--- src/rtl/counter_pkg.sv ---
// Shared mode constants and parameter-legality helper for the up/down modulo counter.
package counter_pkg;

  localparam int MODE_WRAP = 0;
  localparam int MODE_SAT  = 1;

  // True when MODULUS fits the configured width and spans at least two states.
  function automatic bit counter_params_legal(input int width, input int modulus);
    return (width >= 1) && (width <= 31) && (modulus >= 2) && (modulus <= (1 << width));
  endfunction

  // True when the saturate parameter names one of the two supported modes.
  function automatic bit counter_mode_legal(input int mode);
    return (mode == MODE_WRAP) || (mode == MODE_SAT);
  endfunction

endpackage

--- src/rtl/counter_prescaler.sv ---
// Enabled-cycle prescaler: tick fires on the enabled cycle where the phase reaches div.
import counter_pkg::*;

module counter_prescaler #(
  parameter int PRESCALE_W = 4
) (
  input  logic                  clk,
  input  logic                  rst,
  input  logic                  i_clr,
  input  logic                  i_enable,
  input  logic [PRESCALE_W-1:0] i_div,
  output logic                  o_tick
);

  logic [PRESCALE_W-1:0] r_phase;
  logic                  w_tick;

  // >= so a div lowered below the current phase ticks on the next enabled cycle
  assign w_tick = i_enable && (r_phase >= i_div);
  assign o_tick = w_tick;

  always_ff @(posedge clk) begin
    if (rst || i_clr) begin
      r_phase <= '0;
    end else if (w_tick) begin
      r_phase <= '0;
    end else if (i_enable) begin
      r_phase <= r_phase + 1'b1;
    end
  end

endmodule

--- src/rtl/mod_updown_counter.sv ---
// Parametrised up/down modulo counter with load, clear, wrap/saturate and overflow/underflow pulses.
// Optional enabled-cycle prescaler is built when COUNTER_PRESCALE_EN is defined.
import counter_pkg::*;

module mod_updown_counter #(
  parameter int WIDTH      = 8,
  parameter int MODULUS    = 256,
  parameter int SATURATE   = 0,
  parameter int PRESCALE_W = 4
) (
  input  logic                  clk,
  input  logic                  rst,
  input  logic                  clear,
  input  logic                  load,
  input  logic [WIDTH-1:0]      load_val,
  input  logic                  enable,
  input  logic                  up_dn,
`ifdef COUNTER_PRESCALE_EN
  input  logic [PRESCALE_W-1:0] prescale_div,
`endif
  output logic [WIDTH-1:0]      count,
  output logic                  overflow,
  output logic                  underflow
);

  localparam logic [WIDTH-1:0] MAX_CNT = WIDTH'(MODULUS - 1);
  localparam bit               SAT_EN  = (SATURATE == MODE_SAT);

  generate
    if (!counter_params_legal(WIDTH, MODULUS) || !counter_mode_legal(SATURATE)) begin : g_bad_params
      $error("mod_updown_counter: illegal WIDTH/MODULUS/SATURATE combination");
    end
  endgenerate

  logic [WIDTH-1:0] r_count;
  logic             r_ovf;
  logic             r_unf;

  logic             w_tick;
  logic             w_step;
  logic [WIDTH-1:0] w_load_clamped;
  logic [WIDTH-1:0] w_count_nxt;
  logic             w_ovf_nxt;
  logic             w_unf_nxt;

`ifdef COUNTER_PRESCALE_EN
  // Any clear or load restarts the step period as well as the count
  counter_prescaler #(
    .PRESCALE_W (PRESCALE_W)
  ) u_prescaler (
    .clk      (clk),
    .rst      (rst),
    .i_clr    (clear || load),
    .i_enable (enable),
    .i_div    (prescale_div),
    .o_tick   (w_tick)
  );
`else
  assign w_tick = 1'b1;
`endif

  assign w_step         = enable && w_tick;
  assign w_load_clamped = (load_val > MAX_CNT) ? MAX_CNT : load_val;

  always_comb begin
    w_count_nxt = r_count;
    w_ovf_nxt   = 1'b0;
    w_unf_nxt   = 1'b0;
    if (clear) begin
      w_count_nxt = '0;
    end else if (load) begin
      w_count_nxt = w_load_clamped;
    end else if (w_step) begin
      if (up_dn) begin
        // Explicit compare at the range end; never rely on 2**WIDTH rollover
        if (r_count >= MAX_CNT) begin
          w_ovf_nxt   = 1'b1;
          w_count_nxt = SAT_EN ? MAX_CNT : '0;
        end else begin
          w_count_nxt = r_count + 1'b1;
        end
      end else begin
        if (r_count == '0) begin
          w_unf_nxt   = 1'b1;
          w_count_nxt = SAT_EN ? '0 : MAX_CNT;
        end else begin
          w_count_nxt = r_count - 1'b1;
        end
      end
    end
  end

  always_ff @(posedge clk) begin
    if (rst) begin
      r_count <= '0;
      r_ovf   <= 1'b0;
      r_unf   <= 1'b0;
    end else begin
      r_count <= w_count_nxt;
      r_ovf   <= w_ovf_nxt;
      r_unf   <= w_unf_nxt;
    end
  end

  assign count     = r_count;
  assign overflow  = r_ovf;
  assign underflow = r_unf;

endmodule

--- config.mk ---
export PLATFORM = sky130hd
export DESIGN_NAME = mod_updown_counter
export DESIGN_NICKNAME = d
export VERILOG_FILES = /design/src/rtl/counter_pkg.sv /design/src/rtl/counter_prescaler.sv /design/src/rtl/mod_updown_counter.sv
export SDC_FILE = /design/constraint.sdc
export NUM_CORES = 1
export LEC_CHECK = 0
export ABC_AREA = 1
export BUFFER_PORTS_ARGS = -buffer_cell sky130_fd_sc_hd__buf_2
export CORE_UTILIZATION = 54
export CTS_CLUSTER_DIAMETER = 120
export CTS_CLUSTER_SIZE = 40
export DETAILED_ROUTE_END_ITERATION = 8
export HOLD_SLACK_MARGIN = 0.15
export PLACE_DENSITY = 0.87
export SLEW_MARGIN = 20
export SYNTH_ARGS = -nofsm -noshare
export SYNTH_HDL_FRONTEND = slang
export SYNTH_SLANG_ARGS = --single-unit
--- constraint.sdc ---
create_clock -name clk -period 3.4 [get_ports clk]
set_input_delay 0.34 -clock clk [delete_from_list [all_inputs] [get_ports clk]]
set_output_delay 0.34 -clock clk [all_outputs]
set_load 0.01 [all_outputs]
==> results.sh, run 1 <==
export IMPL_synthCells=136
export IMPL_ys_warn_count=0
export IMPL_slew_viol_final=0
export IMPL_vias=988
export IMPL_start_util=0.611
export IMPL_drc=0
export IMPL_ys_seq_elements=10
export IMPL_finalHoldViolCount=0
export IMPL_num_rows=13
export IMPL_wire_per_inst_um=12.4
export IMPL_netlist_top_cells_area="dfxtp_1 (24%), nand2_1 (18%), nand3_1 (7.2%)"
export IMPL_ant_nets=0
export IMPL_clk_latency_ns=0.27
export IMPL_nets=178
export IMPL_port_buffers=23
export IMPL_synth_cell_types=27
export IMPL_grt_use_total=0.300
export IMPL_grt_pass1_wl_mm=3.33
export IMPL_cts_root_buf="clkbuf_4"
export IMPL_core_area_sq_mm=0.00137
export IMPL_cts_tree="yes"
export IMPL_dp_cells=171
export IMPL_synthesis_area_sq_um=835
export IMPL_die_h_um=41.3
export IMPL_end_kind="flop"
export IMPL_cp_max_fo=6
export IMPL_gp_congestion=0.917
export IMPL_dp_slack_ns=1.87
export IMPL_synth_flop_cell="dfxtp_1"
export IMPL_async_flop_share=0
export IMPL_ys_top_cells_by_count="nand2_1 (39), inv_1 (15), nand3_1 (12), nor2_1 (12), dfxtp_1 (10)"
export IMPL_p_clk_frac=0.334
export IMPL_hold_slack_ns=0.333
export IMPL_die_area_sq_mm=0.00171
export IMPL_worstMarginPinSlew_ns=0.402
export IMPL_drt_pass1_iter_count=6
export IMPL_yosys_area_top_type_share=0.240
export IMPL_power_switching_mw=0.108
export IMPL_syn2layout_area_growth_pct=18.0
export IMPL_final_cell_count_no_fill=175
export IMPL_critPathArrivalTime_ns=1.83
export IMPL_synth_seq_area_share=0.240
export IMPL_design_area_sq_um=985
export IMPL_cts_hold_repair_buffers=0
export IMPL_htreeDepth=1
export IMPL_combPwrFrac=0.270
export IMPL_gr_total_overflow=0
export IMPL_path_class="flop to flop"
export IMPL_path_clk_slew_ns=0.07
export IMPL_clock_path_buffers=2
export IMPL_die_x_um=41.3
export IMPL_total_power_mw=0.331
export IMPL_antenna_found_initial=0
export IMPL_synth_nets=153
export IMPL_fmax_ghz=0.600
export IMPL_nFillCells=135
export IMPL_wirelength_mm=2.17
export IMPL_power_frac_seq=0.396
export IMPL_avgSynthCellArea_sq_um=6.14
export IMPL_first_iter_violations=51
export IMPL_powerDensity_mw_per_mm2=336
export IMPL_synth_edff_count=0
export IMPL_post_route_period_util=0.490
export IMPL_p_leak_nw=0.487
export IMPL_fin_crit_ns=1.67
export IMPL_clock_skew_ns=0.00240
export IMPL_cts_buffers=3
export IMPL_cp_data_required_time_ns=3.56
export IMPL_setup_tns_ns=0
export IMPL_viasPerCell=5.65
export IMPL_finalCoreUtilization=0.721
export IMPL_maxCapViolations=0
export IMPL_io_pin_count=24
export IMPL_cts_setup_buffers=0
export IMPL_switching_share=0.327
export IMPL_p_int_mw=0.223
export IMPL_setup_slack_ns=1.73
export IMPL_grt_pass1_vias=788
export IMPL_antenna_cells=0
export IMPL_cp_start_kind="flop"
export IMPL_run_status="complete, no violations"
export IMPL_placed_area_sq_um=948
export IMPL_yosysMostFrequentCell="nand2_1"
export IMPL_grt_max_degree=11
export IMPL_clkSinkCount=10
export IMPL_cts_resized=0
export IMPL_min_path_type="primary input to flop"
export IMPL_drive_above_1_share=0.231
export IMPL_slew_headroom=0.732
export IMPL_rsz0062_at_grt="false"
export IMPL_place_detailed_hpwl_mm=1.66
export IMPL_finalSetupViolCount=0
export IMPL_ir_worst_vdd_uv=234
export IMPL_yosysTopAreaCell="dfxtp_1"
==> cell families (layout without fill, tap and decap cells) <==
logic type | Yosys count | count (layout) | synth area share
AOI/OAI and AO/OA | 23 | 23 | 0.163
xor gates and xnor gates | 4 | 4 | 0.0420
adders and majority gates | 3 | 3 | 0.0450
buffers and inverters | 21 | 45 | 0.105
DFF | 10 | 10 | 0.240
and+or+nand+nor | 75 | 75 | 0.405
==> state kept, by name, indices dropped and copies added (netlist names) <==
name,count
underflow,1
count,8
overflow,1
==> metal layers <==
| metal | part of all wire | up-vias | global-route usage |
|---|---|---|---|
| met5 | 0 | - | 0 |
| met4 | 0.017 | 0 | 0.105 |
| met3 | 0.081 | 6 | 0.0851 |
| met2 | 0.49 | 50 | 0.527 |
| met1 | 0.41 | 439 | 0.343 |
| li1 | - | 493 | - |
==> layout by cell type, fill, tap and decap left out, drive strengths merged, types with 2 or more instances in the layout <==
cell type  instances
o211ai             3
clkinv             2
a21oi              8
ha                 3
xor2               3
o21ai              6
nand2             40
dfxtp             10
nand3             13
a31oi              2
inv               16
nor2              17
nor3               2
a22oi              3
clkbuf             4
buf               23
==> power groups by stage <==
stage	clock, mW	sequential, mW	combinational (mW)
after floorplan	0	0.133	0.0642
after global placement	0	0.133	0.0858
after detailed placement	0	0.133	0.0885
after CTS	0.111	0.131	0.0888
after global routing	0.117	0.132	0.102
final	0.110	0.131	0.0894
==> area by class of cell <==
| cell class | count | area, sq um | share of cell area |
|---|---|---|---|
| Tap cell | 15 | 18.8 | 0.0191 |
| Inverter | 18 | 67.6 | 0.0686 |
| Timing Repair Buffer | 23 | 115 | 0.117 |
| Multi-Input combinational cell | 105 | 547 | 0.555 |
| Sequential cell | 10 | 200 | 0.203 |
| Clock buffer | 4 | 36.3 | 0.0368 |
==> critical path, stage by stage (launching register included) <==
cell     delay, ns
dfxtp_1       0.43
ha_1          0.19
nand2_1       0.11
nor2_1        0.25
nand2_1       0.16
nand2_1       0.12
nor2_1        0.05
nor2_1        0.08
nand2_1       0.05
nand2_1       0.05
a21oi_1       0.05
==> path summary, 6_finish.rpt <==
path,slack [ns],from,cells after the start,endpoint
worst max-delay path,1.73,count[0],10,count[5]
worst min-delay path,0.33,load_val[2],3,count[2]
worst max register to register,1.73,count[0],10,count[5]
worst min register to register,0.56,count[1],2,count[1]
Note: power is estimated with default switching activity, not from simulation.
==> inputs of run 2 (changes only) <==
CORE_UTILIZATION = 45   (was 54)
PLACE_DENSITY = 0.77   (was 0.87)
clock period = 1.4 ns   (was 3.4 ns; I/O delays follow)
==> run 2 against run 1 <==
Compared with the run above: the run now ends with setup timing left; wire length up 18%; non-clock buffer count grew 13; combinational power grew to 3.3 times the previous value; hold slack got worse by 0.15 ns; design area rose by 22%; global-route usage down 5.0 points; clock skew decreased by 0.0019 ns; sequential share of layout area down 2.6 points; cell count rose by 13%; largest cell class unchanged.
==> results.sh, run 2 (synthesized netlist as in run 1, its figures left out) <==
export IMPL_powerDensity_mw_per_mm2=676
export IMPL_path_class="flop to flop"
export IMPL_cp_max_fo=4
export IMPL_ant_nets=0
export IMPL_wirelength_mm=2.55
export IMPL_maxCapViolations=0
export IMPL_slew_viol_final=0
export IMPL_p_leak_nw=0.551
export IMPL_violations="setup timing"
export IMPL_grt_busiest_layer="met2"
export IMPL_core_area_sq_mm=0.00173
export IMPL_num_rows=15
export IMPL_die_x_um=45.1
export IMPL_wire_per_inst_um=12.9
export IMPL_nets=191
export IMPL_finalSetupViolCount=2
export IMPL_met3_usage=0.0240
export IMPL_drc=0
export IMPL_syn2layout_area_growth_pct=43.5
export IMPL_end_kind="flop"
export IMPL_slew_headroom=0.710
export IMPL_die_h_um=45.1
export IMPL_die_area_sq_mm=0.00203
export IMPL_largest_register_ffs=8
export IMPL_cts_tree="yes"
export IMPL_gr_total_overflow=0
export IMPL_vias=1041
export IMPL_gp_congestion=0.913
export IMPL_grt_pass1_vias=864
export IMPL_antenna_cells=0
export IMPL_startpoint="count[1]"
export IMPL_post_route_period_util=1.06
export IMPL_start_util=0.483
export IMPL_min_path_type="primary input to flop"
export IMPL_path_clk_slew_ns=0.06
export IMPL_io_pin_count=24
export IMPL_globalRouteMet1Util=0.351
export IMPL_nFillCells=150
export IMPL_cp_start_kind="flop"
export IMPL_grt_max_degree=11
export IMPL_critPathArrivalTime_ns=1.63
export IMPL_finalHoldViolCount=0
export IMPL_clk_latency_ns=0.27
export IMPL_setup_slack_ns=-0.0818
export IMPL_viasPerCell=5.28
export IMPL_cts_root_buf="clkbuf_4"
export IMPL_rsz0062_at_grt="true"
export IMPL_drive_above_1_share=0.413
export IMPL_port_buffers=23
export IMPL_grt_use_total=0.250
export IMPL_clkSinkCount=10
export IMPL_worstMarginPinSlew_ns=0.435
export IMPL_htreeDepth=1
export IMPL_place_detailed_hpwl_mm=1.67
export IMPL_final_common_cell="nand2_1"
export IMPL_fmax_ghz=0.675
export IMPL_antenna_found_initial=0
export IMPL_finalCoreUtilization=0.693
export IMPL_clock_skew_ns=0.000530
export IMPL_final_cell_count_no_fill=197
export IMPL_fin_crit_ns=1.48
export IMPL_ir_worst_vdd_uv=502
export IMPL_cts_buffers=3
export IMPL_cp_data_required_time_ns=1.55
export IMPL_grt_pass1_wl_mm=3.73
export IMPL_dp_cells=188
export IMPL_first_iter_violations=40
export IMPL_drt_pass1_iter_count=5
export IMPL_clock_path_buffers=2
export IMPL_r2r_start="count[1]"
export IMPL_run_status="finished with violations"
export IMPL_grtUsageMet2=0.386
export IMPL_hold_start="load_val[3]"
export IMPL_mostFrequentLayoutCells="nand2_1 (32), buf_2 (23), inv_1 (12)"
-- run 2: cell types whose count changed in the layout (fill, tap and decap cells not counted), moves of 3 or more --
cell	delta
buf_4	+11
nand2_1	-7
nand2_2	+7
dfxtp_1	-6
dfxtp_2	+4
ha_1	-3
ha_4	+3
inv_1	-3
o21ai_0	-3
o21ai_1	+3
-- run 2: cell type report --
| cell class | instances | area, sq um | area share |
|---|---|---|---|
| multi-input combinational | 105 | 641 | 0.535 |
| timing repair buffer | 36 | 218 | 0.182 |
| sequential | 10 | 213 | 0.178 |
| inverter | 18 | 72.6 | 0.0606 |
| tap | 25 | 31.3 | 0.0261 |
| clock buffer | 3 | 22.5 | 0.0188 |
-- run 2: per-layer routing --
layer  share of wire  up-vias  wire length (um)
met4           0.041        0               104
met3           0.045       12               114
met5               0        -                 0
met1            0.45      460              1140
li1                -      521                 -
met2            0.47       48              1190
-- run 2: final timing paths --
| kind | endpoint | slack (ns) | cells after the start |
|---|---|---|---|
| setup / recovery | count[2] | -0.08 | 8 |
| hold / removal | count[3] | 0.19 | 3 |
| setup reg to reg | count[2] | -0.08 | 8 |
| hold reg to reg | count[7] | 0.53 | 2 |
-- run 2: power by group --
group	leakage (nW)	total, mW	switching [mW]	internal [mW]
Combinational	0.453	0.291	0.164	0.127
Sequential	0.0847	0.318	0.0228	0.296
Clock	0.0138	0.200	0.100	0.0995
Total	0.551	0.809	0.287	0.522
-- run 2: metrics by stage --
step | cell area, sq um | power, mW | worst slack (ns) | TNS [ns] | hold WS (ns)
final | 1200 | 0.809 | -0.0818 | -0.0846 | 0.186
after global routing | 1200 | 0.864 | -0.122 | -0.479 | 0.195
after CTS | 1060 | 0.753 | 0.0107 | 0 | 0.166
after detailed placement | 1010 | 0.553 | 0.00567 | 0 | 0.400
after global placement | 1010 | 0.550 | 0.0398 | 0 | 0.386
after floorplan | 835 | 0.479 | 0.0225 | 0 | 0.297
-- run 2: critical path, stage by stage, from the launching register on --
cell and delay (ns):
dfxtp_4 0.39, inv_4 0.05, buf_4 0.13, ha_4 0.17
xor2_1 0.14, a21oi_1 0.16, nand3_1 0.11, o2111ai_1 0.12
inv_1 0.09
-- run 2: timing repair --
item / 4_1_cts / 5_1_grt
resized for setup: 2 / 35
cloned: 0 / 0
hold endpoints to repair: 2 / 0
pin swaps: 1 / 11
buffers inserted: 0 / 4
hold buffers: 2 / 0
endpoints found under the setup margin: 2 / 7
==> inputs of run 3 (changes only) <==
ABC_AREA = unset   (was 1)
CORE_UTILIZATION = 46   (was 45)
PLACE_DENSITY = 0.78   (was 0.77)
==> run 3 against run 2 <==
Compared with the run above: the flow still finishes with violations (setup timing); core utilization rose by 7.1 points; via count is 13% higher; worst setup slack worse by 0.025 ns; clock-buffer cell count rose by 1; hold slack got worse by 0.017 ns; critical path type unchanged; largest cell class unchanged; largest power group is now combinational cells.
==> results.sh, run 3 <==
export IMPL_drt_pass1_iter_count=4
export IMPL_grt_max_degree=13
export IMPL_grt_pass1_vias=1033
export IMPL_gp_congestion=0.928
export IMPL_crit_chain="inv_4, ha_4, nor2b_4, and3_4, o41a_1, a32o_1"
export IMPL_slowest_delay_ns=0.37
export IMPL_cts_root_buf="clkbuf_4"
export IMPL_ant_nets=0
export IMPL_wire_per_inst_um=17.3
export IMPL_fin_crit_ns=1.51
export IMPL_ys_top_cells_by_count="dfxtp_1 (10), o21ai_0 (8), inv_1 (7), nand2_1 (7)"
export IMPL_r2r_start="count[0]"
export IMPL_synth_nets=133
export IMPL_clk_latency_ns=0.28
export IMPL_fmax_ghz=0.664
export IMPL_finalHoldViolCount=0
export IMPL_cp_max_fo=5
export IMPL_startpoint="count[0]"
export IMPL_slew_headroom=0.753
export IMPL_grt_pass1_wl_mm=4.71
export IMPL_htreeDepth=1
export IMPL_async_flop_share=0
export IMPL_worstMarginPinSlew_ns=0.366
export IMPL_ys_warn_count=0
export IMPL_largest_register_ffs=8
export IMPL_synthCells=116
export IMPL_synth_cell_types=47
export IMPL_post_route_period_util=1.08
export IMPL_rsz0062_at_grt="true"
export IMPL_synth_edff_count=0
export IMPL_cp_slowest_cell="dfxtp_4"
export IMPL_cts_buffers=3
export IMPL_violations="setup timing"
export IMPL_mostFrequentLayoutCells="buf_2 (23), buf_4 (23), nand2_1 (7)"
export IMPL_yosys_area_top_type_share=0.227
export IMPL_yosysTopAreaCell="dfxtp_1"
export IMPL_clock_skew_ns=0.00416
export IMPL_ir_worst_vdd_uv=544
export IMPL_viasPerCell=6.27
export IMPL_nets=180
export IMPL_wirelength_mm=3.24
export IMPL_core_area_sq_mm=0.00176
export IMPL_finalSetupViolCount=4
export IMPL_cp_start_kind="flop"
export IMPL_slew_viol_final=0
export IMPL_cp_data_required_time_ns=1.58
export IMPL_cp_top_family="compound AO/OA/AOI/OAI gates"
export IMPL_placed_area_sq_mm=0.00119
export IMPL_min_path_type="primary input to flop"
export IMPL_first_iter_violations=65
export IMPL_die_x_um=45.8
export IMPL_setup_slack_ns=-0.107
export IMPL_drc=0
export IMPL_ys_seq_elements=10
export IMPL_hold_start="load_val[1]"
export IMPL_clock_path_buffers=2
export IMPL_end_kind="flop"
export IMPL_grt_use_total=0.320
export IMPL_synth_seq_area_share=0.227
export IMPL_synth_flop_cell="dfxtp_1"
export IMPL_dp_slack_ns=-0.117
export IMPL_cts_tree="yes"
export IMPL_clkSinkCount=10
export IMPL_critPathArrivalTime_ns=1.68
export IMPL_path_class="flop to flop"
export IMPL_vias=1172
export IMPL_synthesis_area_sq_um=883
export IMPL_design_area_sq_mm=0.00135
export IMPL_start_util=0.501
export IMPL_place_detailed_hpwl_mm=2.05
export IMPL_die_area_sq_mm=0.00210
export IMPL_maxCapViolations=0
export IMPL_total_power_mw=0.881
export IMPL_avgSynthCellArea_sq_um=7.62
export IMPL_p_leak_nw=0.576
export IMPL_yosysMostFrequentCell="dfxtp_1"
export IMPL_io_pin_count=24
export IMPL_seq_area_sq_um=215
export IMPL_drive_above_1_share=0.488
export IMPL_run_status="finished with violations"
export IMPL_netlist_top_cells_area="dfxtp_1 (23%), o21ai_0 (4.5%), ha_1 (4.2%)"
export IMPL_powerDensity_mw_per_mm2=653
export IMPL_path_buf_inv=1
export IMPL_r2r_slack_ns=-0.11
export IMPL_nFillCells=137
export IMPL_antenna_cells=0
export IMPL_multi_input_area_sq_um=706
export IMPL_gr_total_overflow=0
export IMPL_path_clk_slew_ns=0.07
export IMPL_die_h_um=45.8
export IMPL_num_rows=15
export IMPL_antenna_found_initial=0
export IMPL_syn2layout_area_growth_pct=52.7
export IMPL_port_buffers=23
-- run 3: worst min-delay path, stage by stage --
cell	delay [ns]
buf_2	0.08
nand2_1	0.04
o21ai_0	0.05
and2_1	0.11
-- run 3: per-layer routing --
metal	vias up	share of wire	wire length (um)	track usage
li1	533	-	-	-
met3	16	0.090	291	0.0873
met4	0	0.040	129	0.147
met2	78	0.50	1610	0.529
met1	545	0.37	1210	0.382
met5	-	0	0	0
-- run 3: final timing paths --
check	to	depth (start not counted)
max	count[2]	6
max reg2reg	count[2]	6
min	count[1]	4
min reg2reg	count[6]	4
-- run 3: logic make-up after synthesis --
logic type / count (synthesis) / share of synthesized area
buffers and inverters: 16 / 0.0807
and+or+nand+nor: 41 / 0.254
adders and majority gates: 3 / 0.0425
xor gates and xnor gates: 3 / 0.0298
DFF: 10 / 0.227
muxes: 4 / 0.0467
AOI/OAI and AO/OA: 39 / 0.320
-- run 3: power breakdown --
part | switching [mW] | total [mW] | internal, mW
clock network | 0.120 | 0.231 | 0.111
logic | 0.172 | 0.339 | 0.167
registers | 0.0172 | 0.312 | 0.294
total | 0.309 | 0.881 | 0.572
-- run 3: repair_timing --
| action | in CTS | in global routing |
|---|---|---|
| gates resized for setup | 9 | 16 |
| endpoints found under the hold margin | 4 | 0 |
| endpoints found under the setup margin | 7 | 7 |
| hold buffers | 4 | 0 |
| pin swaps | 3 | 2 |
| setup buffers | 0 | 2 |
-- run 3: final cells by class --
class,count,share of cell area
repair buffers,51,0.251
multi-input cells,90,0.523
flip-flops and latches,10,0.160
clock buffers,4,0.0195
inverters,7,0.0232
well taps,25,0.0232
-- run 3: stage by stage --
stage	TNS (ns)	utilization	cells	hold WS, ns
finish	-0.341	0.765	187	0.169
global route	-0.564	0.765	187	0.188
CTS	-0.333	0.730	185	0.178
detailed placement	-0.341	0.673	177	0.386
global placement	-0.166	0.673	177	0.380
floorplan	-0.177	-	116	0.278
